[config.mk]
export PLATFORM = sky130hd
export DESIGN_NAME = bce_gradient_unit
export DESIGN_NICKNAME = d
export VERILOG_FILES = /design/src/rtl/FixedPoint.sv /design/src/rtl/sfp_seq_divider.sv /design/src/rtl/bce_gradient_unit.sv
export SDC_FILE = /design/constraint.sdc
export NUM_CORES = 1
export LEC_CHECK = 0
export BUFFER_PORTS_ARGS = -buffer_cell sky130_fd_sc_hd__buf_2
export CAP_MARGIN = 5
export CORE_ASPECT_RATIO = 0.5
export CORE_MARGIN = 2
export CORE_UTILIZATION = 40
export DETAILED_ROUTE_END_ITERATION = 8
export PLACE_DENSITY = 0.6
export SETUP_SLACK_MARGIN = 0.2
export SKIP_CTS_REPAIR_TIMING = 1
export SYNTH_ARGS = -nofsm -noshare
export SYNTH_HDL_FRONTEND = slang
export SYNTH_SLANG_ARGS = --single-unit
[constraint.sdc]
create_clock -name clk -period 8.4 [get_ports clk]
set_input_delay 1.68 -clock clk [delete_from_list [all_inputs] [get_ports clk]]
set_output_delay 1.68 -clock clk [all_outputs]
set_load 0.005 [all_outputs]
[src/rtl/FixedPoint.sv]
`default_nettype none
// +----------------------------------------------------------------------+
// | FixedPoint                                                           |
// | Signed fixed-point type, constants, BCE FSM state, saturating math.  |
// | Revision: 1.0                                                        |
// +----------------------------------------------------------------------+
package FixedPoint;

  typedef logic signed [15:0] sfp;

  localparam int SFP_W    = $bits(sfp);
  localparam int SFP_FRAC = 8;

  localparam sfp ONE     = 16'sd256;
  localparam sfp HALF    = 16'sd128;
  localparam sfp EPSILON = 16'sd1;

  // Symmetric range so that negating any in-range value never overflows.
  localparam sfp SFP_MAX = 16'sh7FFF;
  localparam sfp SFP_MIN = 16'sh8001;

  localparam logic signed [SFP_W:0] SFP_MAX_X = {1'b0, SFP_MAX};
  localparam logic signed [SFP_W:0] SFP_MIN_X = {1'b1, SFP_MIN};

  typedef enum logic [1:0] {
    IDLE  = 2'd0,
    DIV_A = 2'd1,
    DIV_B = 2'd2,
    DONE  = 2'd3
  } bce_state_t;

  function automatic sfp sat_clip(input logic signed [SFP_W:0] s);
    if (s > SFP_MAX_X) return SFP_MAX;
    else if (s < SFP_MIN_X) return SFP_MIN;
    else return s[SFP_W-1:0];
  endfunction

  function automatic sfp sat_add(input sfp a, input sfp b);
    logic signed [SFP_W:0] s;
    s = {a[SFP_W-1], a} + {b[SFP_W-1], b};
    return sat_clip(s);
  endfunction

  function automatic sfp sat_sub(input sfp a, input sfp b);
    logic signed [SFP_W:0] s;
    s = {a[SFP_W-1], a} - {b[SFP_W-1], b};
    return sat_clip(s);
  endfunction

endpackage
`default_nettype wire

[src/rtl/sfp_seq_divider.sv]
`default_nettype none
// +----------------------------------------------------------------------+
// | sfp_seq_divider                                                      |
// | W-cycle restoring divider num/den in sfp, with denominator clamp     |
// | and saturating quotient. Revision: 1.0                               |
// +----------------------------------------------------------------------+
module sfp_seq_divider
  import FixedPoint::*;
(
  input  logic clk,
  input  logic rst,
  input  logic start,
  input  sfp   num,
  input  sfp   den,
  output logic done,
  output sfp   quotient
);

  localparam int W  = $bits(sfp);
  localparam int CW = $clog2(W + 1);
  localparam logic [W-1:0] C_EPS_U = EPSILON;

  logic [W-1:0] w_num_u, w_den_u, w_num_mag, w_den_abs, w_den_mag;
  logic [W-1:0] w_hi, w_low;
  logic [W-1:0] w_rem_src, w_shf_src, w_dsr, w_q_src, w_rem_nxt;
  logic [W:0]   w_trial;
  logic         w_fit, w_neg, w_ovf;

  logic [W-1:0]  r_rem, r_shf, r_den, r_q;
  logic [CW-1:0] r_cnt;
  logic          r_active, r_done, r_neg, r_ovf;

  assign w_num_u   = num;
  assign w_den_u   = den;
  assign w_num_mag = w_num_u[W-1] ? (~w_num_u + 1'b1) : w_num_u;
  assign w_den_abs = w_den_u[W-1] ? (~w_den_u + 1'b1) : w_den_u;
  assign w_den_mag = (w_den_abs < C_EPS_U) ? C_EPS_U : w_den_abs;
  assign w_neg     = w_num_u[W-1] ^ w_den_u[W-1];

  // Dividend is mag<<FRAC; if its upper W bits already reach the divisor
  // the quotient needs more than W bits, so overflow is known up front.
  assign w_hi  = w_num_mag >> (W - SFP_FRAC);
  assign w_low = w_num_mag << SFP_FRAC;
  assign w_ovf = (w_hi >= w_den_mag);

  // The start cycle performs the first iteration straight from the operands.
  assign w_rem_src = start ? w_hi      : r_rem;
  assign w_shf_src = start ? w_low     : r_shf;
  assign w_dsr     = start ? w_den_mag : r_den;
  assign w_q_src   = start ? '0        : r_q;

  assign w_trial   = {w_rem_src, w_shf_src[W-1]};
  assign w_fit     = (w_trial >= {1'b0, w_dsr});
  assign w_rem_nxt = W'(w_fit ? (w_trial - {1'b0, w_dsr}) : w_trial);

  always_ff @(posedge clk) begin
    if (rst) begin
      r_rem    <= '0;
      r_shf    <= '0;
      r_den    <= '0;
      r_q      <= '0;
      r_cnt    <= '0;
      r_active <= 1'b0;
      r_done   <= 1'b0;
      r_neg    <= 1'b0;
      r_ovf    <= 1'b0;
    end else begin
      if (start) begin
        r_active <= 1'b1;
        r_cnt    <= CW'(W - 1);
        r_done   <= 1'b0;
        r_neg    <= w_neg;
        r_ovf    <= w_ovf;
        r_den    <= w_den_mag;
      end else if (r_active) begin
        r_cnt <= r_cnt - CW'(1);
        if (r_cnt == CW'(1)) begin
          r_active <= 1'b0;
          r_done   <= 1'b1;
        end
      end else begin
        r_done <= 1'b0;
      end
      if (start || r_active) begin
        r_rem <= w_rem_nxt;
        r_shf <= W'({w_shf_src, 1'b0});
        r_q   <= W'({w_q_src, w_fit});
      end
    end
  end

  assign done = r_done;

  always_comb begin
    if (r_ovf || r_q[W-1]) quotient = r_neg ? SFP_MIN : SFP_MAX;
    else if (r_neg)        quotient = -$signed(r_q);
    else                   quotient = $signed(r_q);
  end

endmodule
`default_nettype wire

[src/rtl/bce_gradient_unit.sv]
`default_nettype none
// +----------------------------------------------------------------------+
// | bce_gradient_unit                                                    |
// | BCE gradient (1-y)/(1-p-eps) - y/(p+eps) using one shared divider.   |
// | Revision: 1.0                                                        |
// +----------------------------------------------------------------------+
module bce_gradient_unit
  import FixedPoint::*;
(
  input  logic clk,
  input  logic rst,
  input  logic in_valid,
  output logic in_ready,
  input  sfp   prediction,
  input  sfp   expected,
  output logic out_valid,
  input  logic out_ready,
  output sfp   error_gradient,
  output logic busy
);

  bce_state_t r_state, w_state_nxt;
  sfp         r_p, r_y, r_qa, r_grad;
  sfp         w_div_num, w_div_den, w_div_q;
  logic       w_accept, w_div_start, w_div_done;

  assign in_ready = (r_state == IDLE) || ((r_state == DONE) && out_ready);
  assign w_accept = in_valid && in_ready;

  // qA starts on the accepting edge from the live inputs; qB starts the
  // moment qA completes, from the registered operands.
  always_comb begin
    w_state_nxt = r_state;
    w_div_start = 1'b0;
    w_div_num   = expected;
    w_div_den   = sat_add(prediction, EPSILON);
    case (r_state)
      IDLE: begin
        if (w_accept) begin
          w_state_nxt = DIV_A;
          w_div_start = 1'b1;
        end
      end
      DIV_A: begin
        if (w_div_done) begin
          w_state_nxt = DIV_B;
          w_div_start = 1'b1;
          w_div_num   = sat_sub(ONE, r_y);
          w_div_den   = sat_sub(ONE, sat_add(r_p, EPSILON));
        end
      end
      DIV_B: begin
        if (w_div_done) w_state_nxt = DONE;
      end
      DONE: begin
        if (w_accept) begin
          w_state_nxt = DIV_A;
          w_div_start = 1'b1;
        end else if (out_ready) begin
          w_state_nxt = IDLE;
        end
      end
      default: w_state_nxt = IDLE;
    endcase
  end

  always_ff @(posedge clk) begin
    if (rst) begin
      r_state <= IDLE;
      r_p     <= '0;
      r_y     <= '0;
      r_qa    <= '0;
      r_grad  <= '0;
    end else begin
      r_state <= w_state_nxt;
      if (w_accept) begin
        r_p <= prediction;
        r_y <= expected;
      end
      if ((r_state == DIV_A) && w_div_done) r_qa <= w_div_q;
      if ((r_state == DIV_B) && w_div_done) r_grad <= sat_sub(w_div_q, r_qa);
    end
  end

  sfp_seq_divider u_div (
    .clk      (clk),
    .rst      (rst),
    .start    (w_div_start),
    .num      (w_div_num),
    .den      (w_div_den),
    .done     (w_div_done),
    .quotient (w_div_q)
  );

  assign out_valid      = (r_state == DONE);
  assign busy           = (r_state == DIV_A) || (r_state == DIV_B);
  assign error_gradient = r_grad;

endmodule
`default_nettype wire

==> results.json, run 1 <==
{
  "status": "finished, final reports clean",
  "antenna_found_initial": 0,
  "clk_latency_ns": 0.45,
  "cp.arrival_ns": 8.21,
  "tightest_slew_ns": 1.06,
  "syn-mean-instance-area_um2": 7.27,
  "vias_per_cell": 5.63,
  "critPathTopFamily": "compound AO/OA/AOI/OAI gates",
  "fin_total_pwr_uw": 4340,
  "end_kind": "flop",
  "synth_top_area_share": 0.231,
  "clock-root-buffer": "clkbuf_16",
  "rsz0062_at_grt": "yes",
  "placed_cells": 1998,
  "clock_skew_ns": 0.0109,
  "path_common_cell": "buf_4",
  "io_buffers": 54,
  "grt_pass1_vias": 10705,
  "grt.total_usage": 0.226,
  "pwr-share-clk": 0.179,
  "num_antenna_cells": 0,
  "switching_share": 0.464,
  "startpoint_type": "flop",
  "fillers": 2742,
  "syn_nets": 1644,
  "drive_above_1_share": 0.175,
  "fp.dieH_um": 123,
  "wl_um": 33100,
  "final_nets": 1748,
  "critPathMaxStageDelay_ns": 0.49,
  "num_vias": 11512,
  "max_slew_margin": 0.294,
  "async_flop_share": 0,
  "p_int_uw": 2320,
  "cp_data_required_time_ns": 8.74,
  "cts_buffers": 17,
  "io_pins": 55,
  "synthTopCellsByArea": "dfxtp_1, ha_1, nand2_1",
  "ys_ff_latch": 130,
  "wl_per_cell_um": 16.2,
  "fin_util": 0.482,
  "die_area_mm2": 0.0296,
  "worst_path_max_delay_cell": "or4_4",
  "antenna_left": 0,
  "fin_crit_sh": 0.936,
  "hold_class": "flop to flop",
  "die_w_um": 241,
  "drc": 0,
  "fin_crit_ns": 7.86,
  "yosysTopAreaCell": "dfxtp_1",
  "holdWs_ns": 0.455,
  "first_pass_iters": 6,
  "syn_area_mm2": 0.0113,
  "max-clock-path-buffers": 2,
  "grt-ovfl-total": 0,
  "yosysWarnings": 0,
  "rows": 43,
  "syn_inst": 1547,
  "core_area_mm2": 0.0277,
  "synth.distinct_cells": 97,
  "grt_pass1_wl_um": 53500,
  "final_hold_viol_count": 0,
  "p_leak_uw": 0.00546,
  "p_per_area_mw_per_mm2": 325,
  "hpwl_um": 25000,
  "fin_cells": 2046,
  "share_comb_of_total_power": 0.625,
  "synth_enable_flop_cells": 0,
  "seq_area_frac_synth": 0.231,
  "clkTransAtPathRegs_ns": 0.07,
  "critical_path_class": "flop to flop",
  "fmax_ghz": 0.127,
  "drtIter0Drc": 833,
  "net-switching-power_uw": 2010,
  "cap_violations": 0,
  "syn2layout_area_growth_pct": 18.4,
  "place.gp.congestion": 0.927,
  "dp_slack_ns": -0.0191,
  "cp_num_buf_inv": 5,
  "ir_worst_vdd_v": 0.000169,
  "cp_max_fo": 6,
  "ys.flop_type": "dfxtp_1",
  "cts_tree": "yes",
  "start_util": 0.407,
  "seqPwrFrac": 0.196,
  "setup_ws_ns": 0.537,
  "ctsHtreeMaxLevel": 4,
  "grt_start_max_net_pins": 94,
  "cts.sinks": 130,
  "timing.final.max_slew_violations": 0,
  "setup_violations": 0
}
## cells by family after synthesis
logic type               after synthesis  synth area share
AO/OA/AOI/OAI                        413             0.251
XOR/XNOR                              95            0.0746
adder cells (fa/ha/maj)               63            0.0709
buffers and inverters                167            0.0594
flip-flops                           130             0.231
multiplexers                          38            0.0347
AND/OR/NAND/NOR                      641             0.279
## synthesized netlist by cell type, types with 10 or more instances
| library cell | instances |
|---|---|
| dfxtp_1 | 130 |
| nor2_1 | 177 |
| nor2b_1 | 13 |
| nand4_1 | 19 |
| or2_2 | 11 |
| nand2b_1 | 17 |
| a21oi_1 | 115 |
| a211oi_1 | 35 |
| o31ai_1 | 11 |
| o21ai_0 | 67 |
| o211a_1 | 10 |
| buf_2 | 12 |
| a21o_1 | 10 |
| nor4_1 | 20 |
| and3_1 | 19 |
| mux2i_1 | 30 |
| nand3_1 | 48 |
| or3_1 | 14 |
| ha_1 | 59 |
| nand2_1 | 184 |
| clkbuf_1 | 62 |
| a31oi_1 | 31 |
| inv_1 | 72 |
| xor2_1 | 34 |
| nor3_1 | 53 |
| o22ai_1 | 12 |
| xnor2_1 | 60 |
| a21boi_0 | 12 |
| buf_1 | 14 |
| and2_1 | 22 |
## flip-flops by register name, summed over array words and instances, names as in the netlist, 2 cells and up
signal          flops
error_gradient     16
u_div.r_den        16
r_qa               16
r_p                16
u_div.r_shf         7
u_div.r_q          16
r_state             2
u_div.r_rem        16
u_div.r_cnt         5
r_y                16
## cell usage in the layout, fill, tap and decap left out, types with 52 or more instances in the layout
cell / Yosys / final
ha_1: 59 / 56
a21oi_1: 115 / 113
o21ai_0: 67 / 59
xnor2_1: 60 / 60
inv_1: 72 / 72
buf_4: 5 / 124
dfxtp_1: 130 / 124
nor3_1: 53 / 52
buf_2: 12 / 54
nand2_1: 184 / 182
nor2_1: 177 / 177
## layer usage
layer,GRT usage,vias up,wire length (um)
met3,0.0443,52,1500
met1,0.295,5403,15600
met5,0,-,0
li1,-,5767,-
met2,0.381,290,15400
met4,0.0637,0,569
## final cells by class
class / count / area (um2) / area share
Timing Repair Buffer: 179 / 1210 / 0.0910
Tap cell: 382 / 478 / 0.0359
Sequential cell: 130 / 2610 / 0.196
Clock buffer: 20 / 457 / 0.0343
Multi-Input combinational cell: 1250 / 8150 / 0.611
Inverter: 73 / 274 / 0.0206
Clock inverter: 12 / 145 / 0.0109
## worst min-delay path, stage by stage (launching register included)
cell and delay, ns:
dfxtp_1 0.30, nand2_1 0.08, nor2_1 0.04
## stage by stage
stage          setup TNS (ns)  instance area (um2)
2_1_floorplan               0                11300
3_5_place_dp          -0.0191                12400
6_report                    0                13300
5_1_grt                     0                13300
3_3_place_gp                0                12400
4_1_cts                     0                13000
## final timing paths
check	start	end	slack, ns	cells past startpoint
setup / recovery	r_p[1]$_SDFFE_PP0P_	u_div.r_rem[15]$_SDFFE_PP0P_	0.54	40
hold / removal	u_div.r_den[15]$_SDFF_PP0_	u_div.r_den[15]$_SDFF_PP0_	0.46	2
setup reg to reg	r_p[1]$_SDFFE_PP0P_	u_div.r_rem[15]$_SDFFE_PP0P_	0.54	40
hold reg to reg	u_div.r_den[15]$_SDFF_PP0_	u_div.r_den[15]$_SDFF_PP0_	0.46	2
## power groups by stage
stage	combinational, uW	clock, uW	sequential [uW]
floorplan	1890	0	801
global route	3010	822	868
finish	2710	774	851
global placement	2460	0	852
CTS	2500	795	846
detailed placement	2480	0	859
Power figures use the tool's default switching activity.
==> inputs of run 2 (changes only) <==
--- a/config.mk
+++ b/config.mk
@@ -7,7 +7,7 @@
 export LEC_CHECK = 0
 export BUFFER_PORTS_ARGS = -buffer_cell sky130_fd_sc_hd__buf_2
 export CAP_MARGIN = 5
-export CORE_ASPECT_RATIO = 0.5
+export CORE_ASPECT_RATIO = 1.1
 export CORE_MARGIN = 2
 export CORE_UTILIZATION = 40
 export DETAILED_ROUTE_END_ITERATION = 8
==> run 2 against run 1 <==
  * Die area down 0.27%
  * Clock skew decreased by 0.0018 ns
  * First-iteration DRC count up 2.4%
  * Sequential power decreased by 2%
  * Largest cell class unchanged
  * Non-clock buffer count increased by 9
  * Combinational power up 7%
  * Maximum frequency down 0.96%
  * Utilization increased by 0.16 points
  * Count of clock-buffer cells in the layout shrank 3
==> results.json, run 2 (synthesis results as in run 1) <==
{
  "drc": 0,
  "fin_crit_sh": 0.945,
  "vias_per_cell": 5.67,
  "grt_pass1_wl_um": 54000,
  "num_vias": 11548,
  "grt-ovfl-total": 0,
  "antenna_left": 0,
  "clk_latency_ns": 0.44,
  "syn2layout_area_growth_pct": 19.0,
  "tns_ns": 0,
  "critical_path_class": "flop to flop",
  "grt_pass1_vias": 10863,
  "clock-root-buffer": "clkbuf_16",
  "final_common_cell": "nand2_1",
  "fmax_ghz": 0.126,
  "fin_util": 0.483,
  "final_cell_mix": "nand2_1, nor2_1, buf_4",
  "grt.total_usage": 0.226,
  "critPathMaxStageDelay_ns": 0.56,
  "drtIter0Drc": 853,
  "wl_um": 33700,
  "cts_tree": "yes",
  "die_area_mm2": 0.0295,
  "first_pass_iters": 6,
  "antenna_found_initial": 0,
  "clkTransAtPathRegs_ns": 0.07,
  "drive_above_1_share": 0.184,
  "final_hold_viol_count": 0,
  "worst_path_max_delay_cell": "dfxtp_1",
  "cap_violations": 0,
  "tightest_slew_ns": 1.18,
  "fin_total_pwr_uw": 4500,
  "seqPwrFrac": 0.185,
  "clock_skew_ns": 0.00904,
  "switching_share": 0.467,
  "die_w_um": 164,
  "final_nets": 1757,
  "p_per_area_mw_per_mm2": 336,
  "max-clock-path-buffers": 2,
  "max_slew_margin": 0.213,
  "io_buffers": 54,
  "wl_per_cell_um": 16.6,
  "timing.final.max_slew_violations": 0,
  "io_pins": 55,
  "rrSetupSlack_ns": 0.46,
  "hold_class": "flop to flop",
  "num_antenna_cells": 0,
  "place.gp.congestion": 0.954,
  "hpwl_um": 25400,
  "cp_data_required_time_ns": 8.74,
  "cp_max_fo": 12,
  "cts.sinks": 130,
  "path_common_cell": "o21ai_2",
  "cp.arrival_ns": 8.28,
  "rsz0062_at_grt": "no",
  "p_int_uw": 2400,
  "fin_crit_ns": 7.94,
  "setup_violations": 0,
  "start_util": 0.406,
  "p_leak_uw": 0.00549,
  "pwr-share-clk": 0.173,
  "startpoint_type": "flop",
  "rows": 64,
  "end_kind": "flop",
  "ir_worst_vdd_v": 0.000273,
  "core_area_mm2": 0.0277,
  "grt_start_max_net_pins": 95,
  "status": "finished, final reports clean",
  "net-switching-power_uw": 2100,
  "share_comb_of_total_power": 0.642,
  "ctsHtreeMaxLevel": 4,
  "fp.dieH_um": 180,
  "cts_buffers": 17
}
[run 2: layout make-up]
class                   instances  area [um2]
repair buffers                188        1290
inverters                      73         278
fillers                      2813       14300
multi-input cells            1250        8170
clock inverters                15         169
clock buffers                  17         425
flip-flops and latches        130        2610
well taps                     363         454
[run 2: critical path: cells and delay by family, from the launching register on]
kind                       cells  cell delay, ns
buffers and inverters          4            0.66
and+or+nand+nor                9            1.50
muxes                          1            0.16
AOI/OAI and AO/OA             19            4.04
adders and majority gates      2            0.41
xor gates and xnor gates       2            0.51
DFF                            1            0.56
[run 2: per-stage QoR]
step	setup slack (ns)	area, um2	cells	hold slack, ns
after floorplan	0.230	11300	1547	0.424
after global placement	0.0229	12500	1988	0.433
after detailed placement	-0.0287	12500	1988	0.441
after CTS	-0.0429	13100	2020	0.450
after global routing	0.0303	13400	2036	0.477
final	0.460	13400	2036	0.448
[run 2: worst paths after layout]
path	startpoint	to	depth (start not counted)
max	r_p[2]$_SDFFE_PP0P_	u_div.r_rem[6]$_SDFFE_PP0P_	37
min	u_div.r_den[15]$_SDFF_PP0_	u_div.r_den[15]$_SDFF_PP0_	2
max reg2reg	r_p[2]$_SDFFE_PP0P_	u_div.r_rem[6]$_SDFFE_PP0P_	37
min reg2reg	u_div.r_den[15]$_SDFF_PP0_	u_div.r_den[15]$_SDFF_PP0_	2
[run 2: metal layers]
layer | global-route usage | wire, um | up-vias
met5 | 0 | 0 | -
met4 | 0.0719 | 674 | 0
met3 | 0.0328 | 1090 | 58
met2 | 0.400 | 16900 | 268
met1 | 0.278 | 15000 | 5428
li1 | - | - | 5794
[run 2: power groups by stage]
stage | Sequential, uW | Combinational, uW | Clock [uW]
final | 831 | 2890 | 777
after global routing | 845 | 3170 | 820
after floorplan | 801 | 1890 | 0
after detailed placement | 842 | 2620 | 0
after global placement | 838 | 2600 | 0
after CTS | 828 | 2630 | 792
==> inputs of run 3 (changes only) <==
==> constraint.sdc (replaced) <==
create_clock -name clk -period 7.1 [get_ports clk]
set_input_delay 1.42 -clock clk [delete_from_list [all_inputs] [get_ports clk]]
set_output_delay 1.42 -clock clk [all_outputs]
set_load 0.005 [all_outputs]
==> run 3 against run 2 <==
  * The flow now finishes with violations (setup timing)
  * Sequential share of layout area is 1.9 points lower
  * Via count is 4.6% higher
  * Utilization is 5.4 points higher
  * Cell count is 6.2% higher
  * Largest cell class unchanged
  * Largest power group unchanged
==> results.json, run 3 (synthesis results as in run 1) <==
{
  "clock_skew_ns": 0.0113,
  "cts_buffers": 17,
  "path_common_cell": "o21ai_2",
  "multi_input_area_mm2": 0.00865,
  "place.gp.congestion": 0.952,
  "cts_tree": "yes",
  "final_nets": 1884,
  "grt.total_usage": 0.232,
  "hold_class": "flop to flop",
  "final_cell_mix": "buf_4, nand2_1, nor2_1",
  "clk_latency_ns": 0.44,
  "wl_um": 35400,
  "grt_start_max_net_pins": 95,
  "p_per_area_mw_per_mm2": 394,
  "fin_crit_sh": 1.07,
  "antenna_found_initial": 0,
  "min_path_cells": 2,
  "worstReg2RegStart": "r_p[1]$_SDFFE_PP0P_",
  "cp_data_required_time_ns": 7.43,
  "rrSetupSlack_ns": -0.52,
  "design_area_mm2": 0.0149,
  "drtIter0Drc": 668,
  "clkTransAtPathRegs_ns": 0.07,
  "timing.final.max_slew_violations": 0,
  "cts.sinks": 130,
  "regArea_mm2": 0.00261,
  "core_area_mm2": 0.0277,
  "vias_per_cell": 5.58,
  "die_area_mm2": 0.0295,
  "critical_path_class": "flop to flop",
  "num_antenna_cells": 0,
  "rsz0062_at_grt": "yes",
  "tightest_slew_ns": 1.11,
  "drive_above_1_share": 0.273,
  "fillers": 2727,
  "max-clock-path-buffers": 2,
  "io_pins": 55,
  "final_hold_viol_count": 0,
  "setup_ws_ns": -0.519,
  "violations": "setup timing",
  "ir_worst_vdd_v": 0.000282,
  "die_w_um": 164,
  "worst-path-stages": 40,
  "ctsHtreeMaxLevel": 4,
  "clock-root-buffer": "clkbuf_16",
  "cp.arrival_ns": 7.95,
  "hpwl_um": 26700,
  "critPathTopFamily": "compound AO/OA/AOI/OAI gates",
  "fp.dieH_um": 180,
  "antenna_left": 0,
  "p_leak_uw": 0.00625,
  "tns_ns": -7.54,
  "cp_num_buf_inv": 6,
  "postPlaceCellArea_mm2": 0.0136,
  "fmax_ghz": 0.131,
  "cp_max_fo": 7,
  "startpoint_type": "flop",
  "fin_crit_ns": 7.62,
  "wl_per_cell_um": 16.4,
  "hold_end": "r_qa[15]$_SDFFE_PP0P_",
  "cap_violations": 0,
  "syn2layout_area_growth_pct": 32.2,
  "end_kind": "flop",
  "rows": 64,
  "r2r_cells": 40,
  "num_vias": 12074,
  "hp-start": "r_qa[15]$_SDFFE_PP0P_",
  "worst_path_max_delay_cell": "or4_4",
  "grt_pass1_wl_um": 56100,
  "setup_violations": 17,
  "r2r_end": "u_div.r_rem[15]$_SDFFE_PP0P_",
  "drc": 0,
  "status": "finished with violations",
  "final_common_cell": "buf_4",
  "critPathMaxStageDelay_ns": 0.49,
  "fin_total_pwr_uw": 5860,
  "start_util": 0.406,
  "grt-ovfl-total": 0,
  "io_buffers": 54,
  "grt_pass1_vias": 11310,
  "first_pass_iters": 6,
  "max_slew_margin": 0.259
}
-- run 3: cell count changes in the layout (fill, tap and decap cells not counted), sizes merged --
cell | before | now
buf | 188 | 315
clkbuf | 17 | 19
clkinvlp | 3 | 4
inv | 78 | 73
clkinv | 5 | 6
-- run 3: worst max path at each step --
stage / startpoint / endpoint / slack (ns)
after floorplan: r_p[0]$_SDFFE_PP0P_ / u_div.r_rem[15]$_SDFFE_PP0P_ / -0.1
after CTS: r_p[1]$_SDFFE_PP0P_ / u_div.r_rem[15]$_SDFFE_PP0P_ / -0.73
final: r_p[1]$_SDFFE_PP0P_ / u_div.r_rem[15]$_SDFFE_PP0P_ / -0.52
after detailed placement: r_p[1]$_SDFFE_PP0P_ / u_div.r_rem[15]$_SDFFE_PP0P_ / -0.65
after global routing: r_p[1]$_SDFFE_PP0P_ / u_div.r_rem[14]$_SDFFE_PP0P_ / -0.89
after global placement: r_p[1]$_SDFFE_PP0P_ / u_div.r_rem[14]$_SDFFE_PP0P_ / -0.51
-- run 3: final cells by class --
cell class              instances  share of cell area
flip-flops and latches        130               0.176
inverters                      73              0.0189
multi-input cells            1250               0.581
repair buffers                315               0.155
clock inverters                12             0.00908
clock buffers                  19              0.0298
well taps                     363              0.0305
-- run 3: where the power goes --
group / internal [uW] / switching, uW / total (uW)
Combinational: 1760 / 2210 / 3970
Clock: 525 / 368 / 893
Sequential: 872 / 124 / 996
Total: 3160 / 2700 / 5860
-- run 3: through the flow --
step | instances | util | hold slack [ns] | worst slack (ns)
2_1_floorplan | 1547 | - | 0.424 | -0.0976
3_3_place_gp | 2112 | 0.491 | 0.438 | -0.512
3_5_place_dp | 2112 | 0.491 | 0.446 | -0.650
4_1_cts | 2143 | 0.512 | 0.455 | -0.726
5_1_grt | 2162 | 0.537 | 0.473 | -0.890
6_report | 2162 | 0.537 | 0.452 | -0.519
-- run 3: per-layer routing --
metal,routed length [um],track usage,share of wire,vias up
li1,-,-,-,6056
met5,0,0,0,-
met4,571,0.0554,0.016,0
met1,16000,0.304,0.45,5690
met2,17300,0.398,0.49,284
met3,1470,0.0367,0.042,44
-- run 3: worst reg2reg max path, delay by kind of cell (launching register included) --
kind,cells,cell delay (ns)
AOI/OAI and AO/OA,19,2.91
and+or+nand+nor,10,2.12
buffers and inverters,6,0.88
adders and majority gates,3,0.66
DFF,1,0.37
muxes,1,0.31
xor gates and xnor gates,1,0.25
